**config.mk**
```make
export PLATFORM = sky130hd
export DESIGN_NAME = seq_det_prog
export DESIGN_NICKNAME = d
export VERILOG_FILES = /design/src/rtl/seq_det_prog.sv
export SDC_FILE = /design/constraint.sdc
export NUM_CORES = 1
export LEC_CHECK = 0
export ABC_AREA = 1
export CORE_MARGIN = 2
export CORE_UTILIZATION = 60
export DETAILED_ROUTE_END_ITERATION = 8
export DONT_BUFFER_PORTS = 1
export GPL_TIMING_DRIVEN = 1
export PLACE_DENSITY_LB_ADDON = 0.25
export RECOVER_POWER = 50
export SETUP_SLACK_MARGIN = 0.4
export SLEW_MARGIN = 20
export SYNTH_ARGS = -nofsm -noshare
export SYNTH_HDL_FRONTEND = slang
export SYNTH_SLANG_ARGS = --single-unit
```
**constraint.sdc**
```tcl
create_clock -name clk -period 3.4 [get_ports clk]
set_clock_uncertainty 0.1 [all_clocks]
set_input_delay 0.17 -clock clk [delete_from_list [all_inputs] [get_ports clk]]
set_output_delay 0.17 -clock clk [all_outputs]
set_load 0.05 [all_outputs]
```
**src/rtl/seq_det_prog.sv**
```systemverilog
// Runtime-programmable serial pattern detector with don't-care mask, overlap
// control and a saturating match counter.
module seq_det_prog #(
  parameter int                 MAX_LEN = 16,
  parameter int                 CNT_W   = 16,
  parameter logic [MAX_LEN-1:0] RST_SEQ = MAX_LEN'('h0099),
  parameter int                 RST_LEN = 8,
  parameter int                 LW      = $clog2(MAX_LEN + 1)
) (
  input  logic               clk,
  input  logic               rst_n,
  input  logic               in_valid,
  input  logic               in_data,
  input  logic               cfg_we,
  input  logic [MAX_LEN-1:0] cfg_seq,
  input  logic [MAX_LEN-1:0] cfg_mask,
  input  logic [LW-1:0]      cfg_len,
  input  logic               cfg_overlap,
  input  logic               clr_cnt,
  output logic               det_pulse,
  output logic [CNT_W-1:0]   det_count,
  output logic               cnt_sat,
  output logic               cfg_err
);

  typedef enum logic {S_FILL = 1'b0, S_ARMED = 1'b1} state_t;

  localparam logic [CNT_W-1:0] CNT_MAX = '1;

  state_t             r_state, w_state_next;
  logic [MAX_LEN-2:0] r_sh;
  logic [MAX_LEN-1:0] r_seq, r_mask;
  logic [LW-1:0]      r_len, r_fill;
  logic               r_overlap;
  logic               r_det_pulse, r_cfg_err, r_cnt_sat;
  logic [CNT_W-1:0]   r_cnt;

  logic [MAX_LEN-1:0] w_sh_next, w_len_mask;
  logic [LW-1:0]      w_fill_inc, w_fill_next;
  logic               w_accept, w_cfg_ok, w_cfg_load, w_fill_done, w_match;

  // A config write always steals the cycle, so the stream bit is dropped.
  assign w_accept   = in_valid & ~cfg_we;
  assign w_cfg_ok   = (cfg_len != '0) && ({1'b0, cfg_len} <= (LW+1)'(MAX_LEN));
  assign w_cfg_load = cfg_we & w_cfg_ok;
  // The oldest stored bit is never needed: the window is at most MAX_LEN incl. the new bit.
  assign w_sh_next  = {r_sh, in_data};
  assign w_fill_inc = (r_fill < r_len) ? r_fill + LW'(1) : r_len;

  genvar gi;
  generate
    for (gi = 0; gi < MAX_LEN; gi++) begin : g_len_mask
      assign w_len_mask[gi] = (r_len > LW'(gi));
    end
  endgenerate

  // State register
  always_ff @(posedge clk or negedge rst_n) begin
    if (!rst_n) begin
      r_state <= S_FILL;
      r_fill  <= '0;
    end else begin
      r_state <= w_state_next;
      r_fill  <= w_fill_next;
    end
  end

  // Next-state logic
  always_comb begin
    w_state_next = r_state;
    w_fill_next  = r_fill;
    if (w_cfg_load) begin
      w_state_next = S_FILL;
      w_fill_next  = '0;
    end else if (w_accept) begin
      if (w_match && !r_overlap) begin
        w_state_next = S_FILL;
        w_fill_next  = '0;
      end else begin
        w_fill_next = w_fill_inc;
        if (w_fill_done) w_state_next = S_ARMED;
      end
    end
  end

  // Output (match) logic; evaluated on the post-shift window
  always_comb begin
    w_fill_done = w_accept && ((r_state == S_ARMED) || (w_fill_inc == r_len));
    w_match     = w_fill_done &&
                  (((w_sh_next ^ r_seq) & r_mask & w_len_mask) == '0);
  end

  always_ff @(posedge clk or negedge rst_n) begin
    if (!rst_n) begin
      r_sh      <= '0;
      r_seq     <= RST_SEQ;
      r_mask    <= '1;
      r_len     <= LW'(RST_LEN);
      r_overlap <= 1'b1;
    end else if (w_cfg_load) begin
      r_sh      <= '0;
      r_seq     <= cfg_seq;
      r_mask    <= cfg_mask;
      r_len     <= cfg_len;
      r_overlap <= cfg_overlap;
    end else if (w_accept) begin
      r_sh      <= w_sh_next[MAX_LEN-2:0];
    end
  end

  always_ff @(posedge clk or negedge rst_n) begin
    if (!rst_n) begin
      r_det_pulse <= 1'b0;
      r_cfg_err   <= 1'b0;
      r_cnt       <= '0;
      r_cnt_sat   <= 1'b0;
    end else begin
      r_det_pulse <= w_match;
      r_cfg_err   <= cfg_we & ~w_cfg_ok;
      if (clr_cnt) begin
        r_cnt     <= w_match ? CNT_W'(1) : '0;
        r_cnt_sat <= 1'b0;
      end else if (w_match && (r_cnt != CNT_MAX)) begin
        r_cnt <= r_cnt + CNT_W'(1);
        if (r_cnt == CNT_MAX - CNT_W'(1)) r_cnt_sat <= 1'b1;
      end
    end
  end

  assign det_pulse = r_det_pulse;
  assign det_count = r_cnt;
  assign cnt_sat   = r_cnt_sat;
  assign cfg_err   = r_cfg_err;

endmodule

```
==> impl_metrics.ini <==
[worst_setup_path]
startpoint = det_count[3]$_DFFE_PN0P_
crit_arrival_ps = 3000
reg2reg_from = det_count[3]$_DFFE_PN0P_
worstSetupPathType = register to register
start_kind = register
cp_max_fo = 17
required_ps = 3580
end_kind = register

[logic_synthesis]
avgSynthCellArea_sq_um = 8.89
syn-num-nets = 530
synth_area_leaders = dfrtp_1, dfstp_2, mux2_2
synth_common_cells = nand2_1, dfrtp_1, inv_1
post-synth-top-count-cell = nand2_1
ys_seq_elements = 78
syn_inst = 479
synth_area_sq_mm = 0.00426
synth_edf_count = 0
synth_seq_area_share_pct = 46.5
synthFlopType = dfrtp_1
synthArstFlopShare_pct = 100
synth_top_area_share_pct = 32.9
ys_warn_count = 0
synth_cell_types = 35
yosysTopAreaCell = dfrtp_1

[cts]
cts_buffers = 9
cts_root_buffer = clkbuf_8
cts_buffer_depth = 2
htreeDepth = 3
cts_tree = built
clock-sinks = 78
clk_pin_slew_ps = 70
clock_latency_ps = 350
cts_setup_buffers = 0
cts_resized = 0
hold_buffers = 44

[detailed_routing]
routed_wl_microns = 9550
num_vias = 3506
drc = 0
wire_per_inst_microns = 15.2
drt_iter0_drc = 290
vias_per_cell = 5.58
drtPass1Iterations = 5
ant_nets = 0

[place]
port_buffers = 0
post_dp_cell_area_sq_mm = 0.00436
place_congestion = 0.880
hpwl_microns = 6400

[timing]
hold_violations = 0
timing.fmax_ghz = 0.355
maxSlewViolCount = 79
finalSetupViolations = 0
worst_slew_pin_slew_ps = 1860
tns_ps = 0
min_period_ps = 2820
relSlewSlack_pct = -24.1
period_share_pct = 82.9
rsz0062_at_grt = false

[layout]
drive_gt1_share_pct = 17.1
area_growth_pct = 15.7
finalNetCount = 578
antennaDiodeCount = 0
final_area_sq_mm = 0.00493

[die]
die_h_microns = 88.3
dieArea_sq_mm = 0.00779
row_count = 30
start_util_pct = 62.3
fp.dieW_microns = 88.3
coreArea_sq_mm = 0.00683
io_pins = 63

[status]
status = finished with violations
violations = capacitance limit, slew limit

[pwr]
power_density_mw_per_mm2 = 482
static-leakage-power_nw = 2.43
ir_worst_vdd_mv = 0.281

[job]
drv_cap = 1

[grt]
grt_pass1_wl_microns = 16200
antenna_found_initial = 0
grt_pass1_vias = 3454
grt_max_degree = 79
grt-ovfl-total = 0
track_usage_pct = 26.8

[worst_hold_path]
min-delay-start = in_valid
min_path_type = primary input to register
-- registers in the layout (all words and copies together) (netlist names), 5 cells and up --
signal,cells
r_mask,16
r_fill,5
r_seq,16
r_sh,15
r_len,5
det_count,16
-- cell families (layout without fill, tap and decap cells) --
family,Yosys count,in the layout,synth area share (%)
compound gates,51,51,7.43
xor+xnor,20,20,4.11
fa+ha+maj,7,7,2.06
buf+inv,76,129,7.43
flops,78,78,46.5
mux,33,33,8.73
simple gates,214,214,23.8
-- worst paths after layout --
kind,cells past startpoint,end,slack [ps]
hold / removal,4,r_state$_DFFE_PN0P_,50
setup reg to reg,7,det_count[11]$_DFFE_PN0P_,580
min in group asynchronous,2,r_sh[7]$_DFFE_PN0P_,820
setup / recovery,7,det_count[11]$_DFFE_PN0P_,580
hold reg to reg,2,r_state$_DFFE_PN0P_,420
max in group asynchronous,2,r_sh[12]$_DFFE_PN0P_,1310
-- report_power, final --
group          internal (mW)  total [mW]  switching, mW  leakage (nW)
logic                  0.262       0.600          0.338          1.37
clock network          0.260       0.583          0.323        0.0829
registers               1.08        1.19          0.118         0.969
total                   1.60        2.38          0.778          2.43
-- worst max-delay path, cell delays in order, from the launching register on --
cell	delay [ps]
dfrtp_1	330
clkbuf_1	620
nand3_1	420
nor2_1	440
nand2_2	330
nand2_4	310
nand3_1	100
nand2_1	100
-- area by class of cell --
type / count / area [sq um]
flip-flops and latches: 78 / 1980
multi-input cells: 325 / 1970
fillers: 517 / 1910
repair buffers: 53 / 477
inverters: 60 / 225
clock buffers: 11 / 131
well taps: 96 / 120
clock inverters: 5 / 27.5
-- routing by layer --
layer  up-vias  routed length [microns]  global-route usage, %
met1      1680                     4080                   35.9
met4         0                      199                   9.23
li1       1691                        -                      -
met3        19                      550                   6.16
met2       116                     4720                   43.3
met5         -                        0                      0
-- stage by stage --
step | power [mW] | worst slack (ps) | cells | util (%) | hold slack (ps)
final | 2.38 | 580 | 628 | 72.1 | 51.9
after global routing | 2.54 | 344 | 628 | 72.1 | 92.4
after CTS | 2.39 | 755 | 628 | 72.8 | 52.4
after detailed placement | 1.74 | 771 | 568 | 63.8 | -223
after global placement | 1.72 | 845 | 568 | 63.8 | -224
after floorplan | 1.62 | 1060 | 479 | - | -226
-- cell usage in the layout (no fill, tap or decap), types with 2 or more instances in the layout --
master / synthesis / routed
nand2_1: 97 / 96
inv_1: 56 / 56
dfrtp_1: 56 / 56
dlygate4sd3_1: 0 / 43
nand3_1: 37 / 37
mux2_2: 33 / 33
nor2_1: 32 / 32
nand4_1: 27 / 27
dfstp_2: 22 / 22
o21ai_0: 16 / 16
xor2_1: 16 / 16
a22oi_1: 14 / 14
a21oi_1: 9 / 9
clkbuf_8: 0 / 9
clkbuf_1: 8 / 9
ha_1: 7 / 7
nand3_2: 6 / 6
a211oi_1: 5 / 5
xnor2_1: 4 / 4
clkinv_2: 0 / 4
inv_2: 3 / 3
nor2_2: 3 / 3
nor4_1: 3 / 3
nor3_1: 3 / 3
or2_2: 2 / 2
o21ai_1: 2 / 2
o21a_1: 2 / 2
nand2_2: 1 / 2
buf_4: 0 / 2
(Power assumes the default switching activity.)
